File: src/rtl/regfile_if.sv
// ---------------------------------------------------------------------------
// regfile_if -- bundle of the register-file write-back and read-port signals.
//
// Parameters
//   DATA_WIDTH : register data width
//   ADDR_WIDTH : register index width
//
// Signals
//   writeEnable_i / writeAddr_i / writeData_i : write-back request
//   readEnable1_i / readAddr1_i / readData1_o : read port 1
//   readEnable2_i / readAddr2_i / readData2_o : read port 2
//
// Modports
//   master : drives requests, receives read data (decode / write-back side)
//   slave  : the register file itself
// ---------------------------------------------------------------------------
interface regfile_if #(
  parameter int DATA_WIDTH = 32,
  parameter int ADDR_WIDTH = 5
);
  logic                  writeEnable_i;
  logic [ADDR_WIDTH-1:0] writeAddr_i;
  logic [DATA_WIDTH-1:0] writeData_i;
  logic                  readEnable1_i;
  logic [ADDR_WIDTH-1:0] readAddr1_i;
  logic [DATA_WIDTH-1:0] readData1_o;
  logic                  readEnable2_i;
  logic [ADDR_WIDTH-1:0] readAddr2_i;
  logic [DATA_WIDTH-1:0] readData2_o;

  modport master (
    output writeEnable_i, writeAddr_i, writeData_i,
    output readEnable1_i, readAddr1_i,
    output readEnable2_i, readAddr2_i,
    input  readData1_o, readData2_o
  );

  modport slave (
    input  writeEnable_i, writeAddr_i, writeData_i,
    input  readEnable1_i, readAddr1_i,
    input  readEnable2_i, readAddr2_i,
    output readData1_o, readData2_o
  );
endinterface

File: src/rtl/regfile.sv
// ---------------------------------------------------------------------------
// regfile -- 2**ADDR_WIDTH x DATA_WIDTH register file, one write port and
// two combinational read ports. Entry 0 is hardwired to zero.
//
// Ports
//   clk  : single clock, writes on the rising edge
//   rst  : asynchronous, active-low reset; clears every entry and forces
//          both read ports to zero while low
//   bus  : regfile_if.slave (write-back request, read ports 1 and 2)
//
// Build option
//   REGFILE_BYPASS_EN : when defined, a read of the entry being written in
//                       the same cycle returns the incoming write data
//                       (write-first). When undefined the old stored value
//                       is returned and the new value appears next cycle.
// ---------------------------------------------------------------------------
module regfile #(
  parameter int DATA_WIDTH = 32,
  parameter int ADDR_WIDTH = 5
) (
  input  logic      clk,
  input  logic      rst,
  regfile_if.slave  bus
);

  localparam int NUM_REGS = 2 ** ADDR_WIDTH;

  logic [DATA_WIDTH-1:0] regs_q [NUM_REGS];
  logic [DATA_WIDTH-1:0] regs_d [NUM_REGS];

  logic                  write_ok_s;
  logic [DATA_WIDTH-1:0] read_data1_s;
  logic [DATA_WIDTH-1:0] read_data2_s;

  // A write qualifies only out of reset, when requested, and never to entry 0.
  assign write_ok_s = rst && bus.writeEnable_i && (bus.writeAddr_i != '0);

  // Next-state storage: copy, apply the qualified write, keep entry 0 at zero.
  always_comb begin
    regs_d = regs_q;
    if (write_ok_s) begin
      regs_d[bus.writeAddr_i] = bus.writeData_i;
    end else begin
      regs_d = regs_q;
    end
    regs_d[0] = '0;
  end

  // Storage flops; the asynchronous reset clears every entry without a clock.
  always_ff @(posedge clk or negedge rst) begin
    if (!rst) begin
      for (int i = 0; i < NUM_REGS; i++) begin
        regs_q[i] <= '0;
      end
    end else begin
      regs_q <= regs_d;
    end
  end

  // Read port 1: zero when in reset, disabled or addressing entry 0.
  always_comb begin
    read_data1_s = '0;
    if (rst && bus.readEnable1_i && (bus.readAddr1_i != '0)) begin
`ifdef REGFILE_BYPASS_EN
      if (bus.writeEnable_i && (bus.writeAddr_i == bus.readAddr1_i)) begin
        read_data1_s = bus.writeData_i;
      end else begin
        read_data1_s = regs_q[bus.readAddr1_i];
      end
`else
      read_data1_s = regs_q[bus.readAddr1_i];
`endif
    end else begin
      read_data1_s = '0;
    end
  end

  // Read port 2: same rules as port 1, fully independent address.
  always_comb begin
    read_data2_s = '0;
    if (rst && bus.readEnable2_i && (bus.readAddr2_i != '0)) begin
`ifdef REGFILE_BYPASS_EN
      if (bus.writeEnable_i && (bus.writeAddr_i == bus.readAddr2_i)) begin
        read_data2_s = bus.writeData_i;
      end else begin
        read_data2_s = regs_q[bus.readAddr2_i];
      end
`else
      read_data2_s = regs_q[bus.readAddr2_i];
`endif
    end else begin
      read_data2_s = '0;
    end
  end

  // Reads are zero-latency so a decode stage can sample operands this cycle.
  assign bus.readData1_o = read_data1_s;
  assign bus.readData2_o = read_data2_s;

endmodule

File: src/flat_wrapper.sv
// flat-port wrapper written by rule: the top's interface ports become plain ports
module regfile_flat 
#(
  parameter int DATA_WIDTH = 32,
  parameter int ADDR_WIDTH = 5
)
  (clk, rst, bus_writeEnable_i, bus_writeAddr_i, bus_writeData_i, bus_readEnable1_i, bus_readAddr1_i, bus_readEnable2_i, bus_readAddr2_i, bus_readData1_o, bus_readData2_o);
  regfile_if #(.DATA_WIDTH(DATA_WIDTH), .ADDR_WIDTH(ADDR_WIDTH)) bus_i ();
  input  logic clk;
  input  logic rst;
  input wire logic [$bits(bus_i.writeEnable_i)-1:0] bus_writeEnable_i;
  input wire logic [$bits(bus_i.writeAddr_i)-1:0] bus_writeAddr_i;
  input wire logic [$bits(bus_i.writeData_i)-1:0] bus_writeData_i;
  input wire logic [$bits(bus_i.readEnable1_i)-1:0] bus_readEnable1_i;
  input wire logic [$bits(bus_i.readAddr1_i)-1:0] bus_readAddr1_i;
  input wire logic [$bits(bus_i.readEnable2_i)-1:0] bus_readEnable2_i;
  input wire logic [$bits(bus_i.readAddr2_i)-1:0] bus_readAddr2_i;
  output wire logic [$bits(bus_i.readData1_o)-1:0] bus_readData1_o;
  output wire logic [$bits(bus_i.readData2_o)-1:0] bus_readData2_o;
  assign bus_i.writeEnable_i = bus_writeEnable_i;
  assign bus_i.writeAddr_i = bus_writeAddr_i;
  assign bus_i.writeData_i = bus_writeData_i;
  assign bus_i.readEnable1_i = bus_readEnable1_i;
  assign bus_i.readAddr1_i = bus_readAddr1_i;
  assign bus_i.readEnable2_i = bus_readEnable2_i;
  assign bus_i.readAddr2_i = bus_readAddr2_i;
  assign bus_readData1_o = bus_i.readData1_o;
  assign bus_readData2_o = bus_i.readData2_o;
  regfile #(.DATA_WIDTH(DATA_WIDTH), .ADDR_WIDTH(ADDR_WIDTH)) u_core (.clk(clk), .rst(rst), .bus(bus_i));
endmodule
File: config.mk
export PLATFORM = sky130hd
export DESIGN_NAME = regfile_flat
export DESIGN_NICKNAME = d
export VERILOG_FILES = /design/src/rtl/regfile_if.sv /design/src/rtl/regfile.sv /design/src/flat_wrapper.sv
export SDC_FILE = /design/constraint.sdc
export NUM_CORES = 2
export LEC_CHECK = 0
export BUFFER_PORTS_ARGS = -buffer_cell sky130_fd_sc_hd__buf_2
export CORE_MARGIN = 2
export CORE_UTILIZATION = 40
export CTS_BUF_LIST = sky130_fd_sc_hd__clkbuf_2
export CTS_CLUSTER_SIZE = 12
export DETAILED_ROUTE_END_ITERATION = 8
export PLACE_DENSITY = 0.6
export RECOVER_POWER = 100
export SLEW_MARGIN = 15
export SYNTH_ARGS = -nofsm -noshare
export SYNTH_HDL_FRONTEND = slang
export SYNTH_SLANG_ARGS = --single-unit
File: constraint.sdc
create_clock -name clk -period 1.6 [get_ports clk]
set_input_delay 0.08 -clock clk [delete_from_list [all_inputs] [get_ports clk]]
set_output_delay 0.08 -clock clk [all_outputs]
set_load 0.02 [all_outputs]
Word-level counts from Yosys, hierarchy flattened
Cells that the tools add are included.
{"block": "word_totals", "ff_bits": 992, "latchBits": 0, "ram_bits": 0, "mem_bits_ro": 0, "in_bits": 52, "out_inout_bits": 64, "elab_cells": 59, "mem_count": 0}
{"block": "classes", "add_sub_neg": 0, "n_mul": 0, "div": 0, "order_cmp": 4, "eq_ne": 0, "n_shift": 0, "muxes": 11, "bitwise": 3, "n_reduce_logical": 10}
{"operator": "bitwise mux 1024 bit", "count": 1}
{"operator": "binary-select mux 32 bit (select 5 bit)", "count": 2}
{"operator": "2-to-1 mux 32 bit", "count": 7}
{"operator": "demux 32 bit (select 5 bit)", "count": 1}
{"operator": ">= comparator 6 bit, second input constant", "count": 3}
{"operator": "inverter 5 -> 6 bit", "count": 3}
{"operator": "nonzero test 5 bit", "count": 3}
{"operator": "logical AND 1 bit", "count": 7}
{"operator": "< comparator 6 x 1 -> 1 bit, second input constant", "count": 1}

Logic depth before layout (Yosys ltp)
{"block": "depth", "word_depth": 6, "mapped_depth": 9, "mapped_depth_nobuf": 5}

Worst setup path after synthesis
No wires, ideal clock.
{"block": "synth_timing", "kind": "input to output", "from": "in bus_readAddr2_i[1]", "to": "out bus_readData2_o[10]", "t_arrival_ns": 1.909, "required_ns": 1.520, "setup_slack_ns": -0.389, "cell_stages": 8, "n_path_buf": 4, "cell_sequence": "buf_2 -> buf_2 -> buf_2 -> nand2_1 -> clkbuf_1 -> o22ai_1 -> nor3_1 -> nor4_1"}
{"block": "synth_via", "elab_chain_len": 5}
{"item": "from (decl)", "line": "flat_wrapper.sv:17", "source": "input wire logic [$bits(bus_i.readAddr2_i)-1:0] bus_readAddr2_i;"}
{"item": "inverter 5 -> 6 bit (not written as such)", "line": "regfile.sv:89", "source": "read_data2_s = regs_q[bus.readAddr2_i];"}
{"item": "binary-select mux 32 bit (select 5 bit)", "line": "regfile.sv:89"}
{"item": "2-to-1 mux 32 bit (not written as such) (2 in a row)", "line": "regfile.sv:89"}
{"item": "2-to-1 mux 32 bit *", "line": "regfile.sv:81", "source": "if (rst && bus.readEnable2_i && (bus.readAddr2_i != '0)) begin"}
{"item": "to (decl)", "line": "flat_wrapper.sv:19", "source": "output wire logic [$bits(bus_i.readData2_o)-1:0] bus_readData2_o;"}
Every way passes the cells marked *; elsewhere a longest branch is shown, timed or not. The select of a mux whose other input is x is not followed.

Final worst setup path
{"block": "layout_timing", "from": "reg u_core.regs_q[730] in the netlist's numbering", "to": "out bus_readData2_o[26]"}
{"block": "layout_via", "elab_chain_len": 4}
{"item": "from (decl)", "line": "regfile.sv:28", "source": "logic [DATA_WIDTH-1:0] regs_q [NUM_REGS];"}
{"item": "from (signal assigned)", "line": "regfile.sv:56", "source": "regs_q <= regs_d;"}
{"item": "binary-select mux 32 bit (select 5 bit)", "line": "regfile.sv:89"}
{"item": "2-to-1 mux 32 bit (not written as such) (2 in a row)", "line": "regfile.sv:89"}
{"item": "2-to-1 mux 32 bit", "line": "regfile.sv:81"}
No other way between the ends. The select of a mux whose other input is x is not followed.

==> reports/qor.txt <==
Outcome - finished, violations left
Failing checks - setup timing
Setup crit start kind - flop
Synth-to-layout area growth - 23.88%
Total CTS buffers - 284
Yosys reg bits - 992
Final Skew - 0 ns
Drt via density - 5.889
R2R depth - 2
Area of the mapped netlist - 53400 µm²
GP Congestion - 0.8467
DRT iter0 DRCs - 3506
Fmax - 0.2774 GHz
Final Critical Period - 3.605 ns
Syn Nets - 3735
FF-to-FF Start - u_core.regs_q[445]
Crit path kind - reg -> out
Top Registers - u_core.regs_q (992)
Max reg flops - 992
First-pass GRT wire length - 272700 µm
CTS tree - done
Cell Rows - 134
Drt wl/cell - 28.57 µm
First drt pass iteration count - 8
Final Hold Violating Endpoints - 0
Total core area - 133000 µm²
Leak - 30.81 nW
Final worst-path cycle share - 2.253
Worst-Skew Late Latency - 1.55 ns
Routed Antenna Nets - 0
I/O pin cnt - 116
Nets - 4580
Via Count - 38100
Congestion Overflow GR - 0
Final worst setup slack - -2.005 ns
Ys flop type - dfrtp_1
Req. time, crit path - 1.52 ns
Worst Setup End Kind - output pin
Initial core utilization - 0.4016
Max Cap Viol - 0
Reg2Reg Setup Slack - 0.27 ns
Final WL - 184800 µm
Post-placement setup slack - -0.8357 ns
Pin count of the biggest net entering global routing - 166
Avg Cell Area, Syn - 14.50 µm²
Sequential cell area fraction in the yosys report - 0.4649
Clock root cell - clkbuf_2
Worst path arrival time - 3.53 ns
Total power - 62.97 mW
Synth warnings - 0
Hpwl dp - 119100 µm
Slew headroom - 0.2049
Die Span X - 369.4 µm
Synth cell types - 35
Gr usage total - 0.2712
Post-Synthesis Cells - 3683
Initial antenna violation count - 9
IO Port Bufs - 115
Setup-failing EPs final - 1720
DIE AREA - 136400 µm²
RSZ-0062 raised after global routing - true
DRC errors left - 0
Ys async rst share - 1.000
Layout cells sized above 1 - 0.5945
Die H - 369.4 µm
Largest fanout on the critical path - 3
Largest register by flop count - u_core.regs_q
Worst min-delay path class - in -> async
TNS Setup - -376.35 ns
Vias in the first global route - 39880
Worst Tran Pin Value - 1.189 ns
Clock sinks - 992
Maximum VDD drop - 0.7195 mV
Clock-pin slew reported for the worst setup and hold paths after clock tree synthesis - 0.10 ns
Clk buf depth - 4
PwrDens - 951.9 nW/µm²
R2r endpoint - u_core.regs_q[445]
H-tree Lvls - 5
Number of flops mapped to enable cells by yosys - 0
Pins over their slew limit - 0
[critical path, stage by stage, from the launching register on]
cell	delay (ns)
dfrtp_1	0.43
mux4_2	0.48
mux4_2	0.57
nor2_4	0.16
nor4_2	0.09
buf_4	0.17
[cell type report]
| type | instances | area [µm²] |
|---|---|---|
| Fill cell | 11740 | 66800 |
| Multi-Input combinational cell | 2300 | 27980 |
| Sequential cell | 992 | 24820 |
| Timing Repair Buffer | 949 | 8890 |
| Tap cell | 1768 | 2212 |
| Clock buffer | 394 | 1972 |
| Clock inverter | 60 | 261.5 |
| Antenna cell | 5 | 12.51 |
| Inverter | 1 | 3.754 |
[layout by cell type, fill, tap and decap left out, drive strengths merged, types with 48 or more instances in the layout]
cell / Yosys / final
clkinv: 0 / 55
mux4: 353 / 353
nor2: 92 / 92
mux2: 1101 / 1101
clkbuf: 154 / 449
o22ai: 128 / 128
dlygate4sd3: 0 / 88
a22o: 48 / 48
buf: 236 / 806
mux2i: 322 / 322
dfrtp: 992 / 992
nor3: 65 / 65
[layer usage]
| layer | global-route usage | wire length, µm | vias to the layer above |
|---|---|---|---|
| li1 | - | - | 15980 |
| met1 | 0.3733 | 79460 | 20370 |
| met2 | 0.4200 | 85960 | 1382 |
| met3 | 0.05772 | 12500 | 364 |
| met4 | 0.1046 | 6809 | 8 |
| met5 | 0 | 60 | - |
[logic make-up (layout without fill, tap and decap cells)]
family | count (synthesis) | count (layout) | share of synthesized area
AO/OA/AOI/OAI | 272 | 272 | 0.03522
buffers and inverters | 391 | 1404 | 0.03597
flip-flops | 992 | 992 | 0.4649
multiplexers | 1776 | 1776 | 0.4414
other | 0 | 5 | 0
AND/OR/NAND/NOR | 252 | 252 | 0.02252
[timing repair]
action,CTS,global route
hold buffers,84,8
buffers inserted,13,18
gates resized for setup,179,48
pin swaps,72,37
endpoints found under the hold margin,1984,123
setup endpoints to repair,64,507
cloned,0,3
[synthesized netlist by cell type (7+ instances only)]
| library cell | count | area, µm² |
|---|---|---|
| a22o_1 | 48 | 420.4 |
| buf_6 | 7 | 78.83 |
| nor4_1 | 32 | 200.2 |
| nand2_1 | 32 | 120.1 |
| o22ai_1 | 128 | 800.8 |
| a211oi_1 | 17 | 127.6 |
| clkbuf_1 | 154 | 578.1 |
| a21oi_1 | 29 | 145.1 |
| nor2_1 | 92 | 345.3 |
| buf_4 | 58 | 435.4 |
| buf_1 | 25 | 93.84 |
| mux2_2 | 1024 | 11530 |
| a222oi_1 | 15 | 150.1 |
| mux4_2 | 353 | 7950 |
| a221oi_1 | 15 | 131.4 |
| buf_2 | 146 | 730.7 |
| mux2_1 | 77 | 867.1 |
| o21ai_0 | 18 | 90.09 |
| nor2b_1 | 8 | 50.05 |
| mux2i_1 | 322 | 3223 |
| dfrtp_1 | 992 | 24820 |
| nor3_1 | 65 | 325.3 |
[worst max path at each step]
stage	from	end	slack, ns	depth (start not counted)
4_1_cts	u_core.regs_q[536]	bus_readData2_o[24]	-2.19	6
3_3_place_gp	bus_readAddr2_i[1]	bus_readData2_o[22]	-0.85	10
2_1_floorplan	bus_readAddr1_i[1]	bus_readData1_o[28]	-0.13	8
3_5_place_dp	bus_readAddr2_i[1]	bus_readData2_o[22]	-0.84	10
6_report	u_core.regs_q[730]	bus_readData2_o[26]	-2.01	5
5_1_grt	u_core.regs_q[536]	bus_readData2_o[24]	-2.18	6
[power by group]
group          internal (mW)  leakage, nW  switching [mW]
logic                   8.45         15.8            6.14
registers               28.3         13.2            2.36
clock network           6.69         1.77            11.0
total                   43.5         30.8            19.5
[metrics by stage]
| step | std cells | area [µm²] | hold slack (ns) | utilization |
|---|---|---|---|---|
| 2_1_floorplan | 3683 | 54360 | -0.2156 | - |
| 3_3_place_gp | 5902 | 62800 | -0.003833 | 0.4724 |
| 3_5_place_dp | 5902 | 62800 | -0.001470 | 0.4724 |
| 4_1_cts | 6436 | 66520 | -0.1447 | 0.5003 |
| 5_1_grt | 6469 | 66150 | 0.2240 | 0.4976 |
| 6_report | 6469 | 66150 | 0.3578 | 0.4976 |
(Power assumes the default switching activity.)
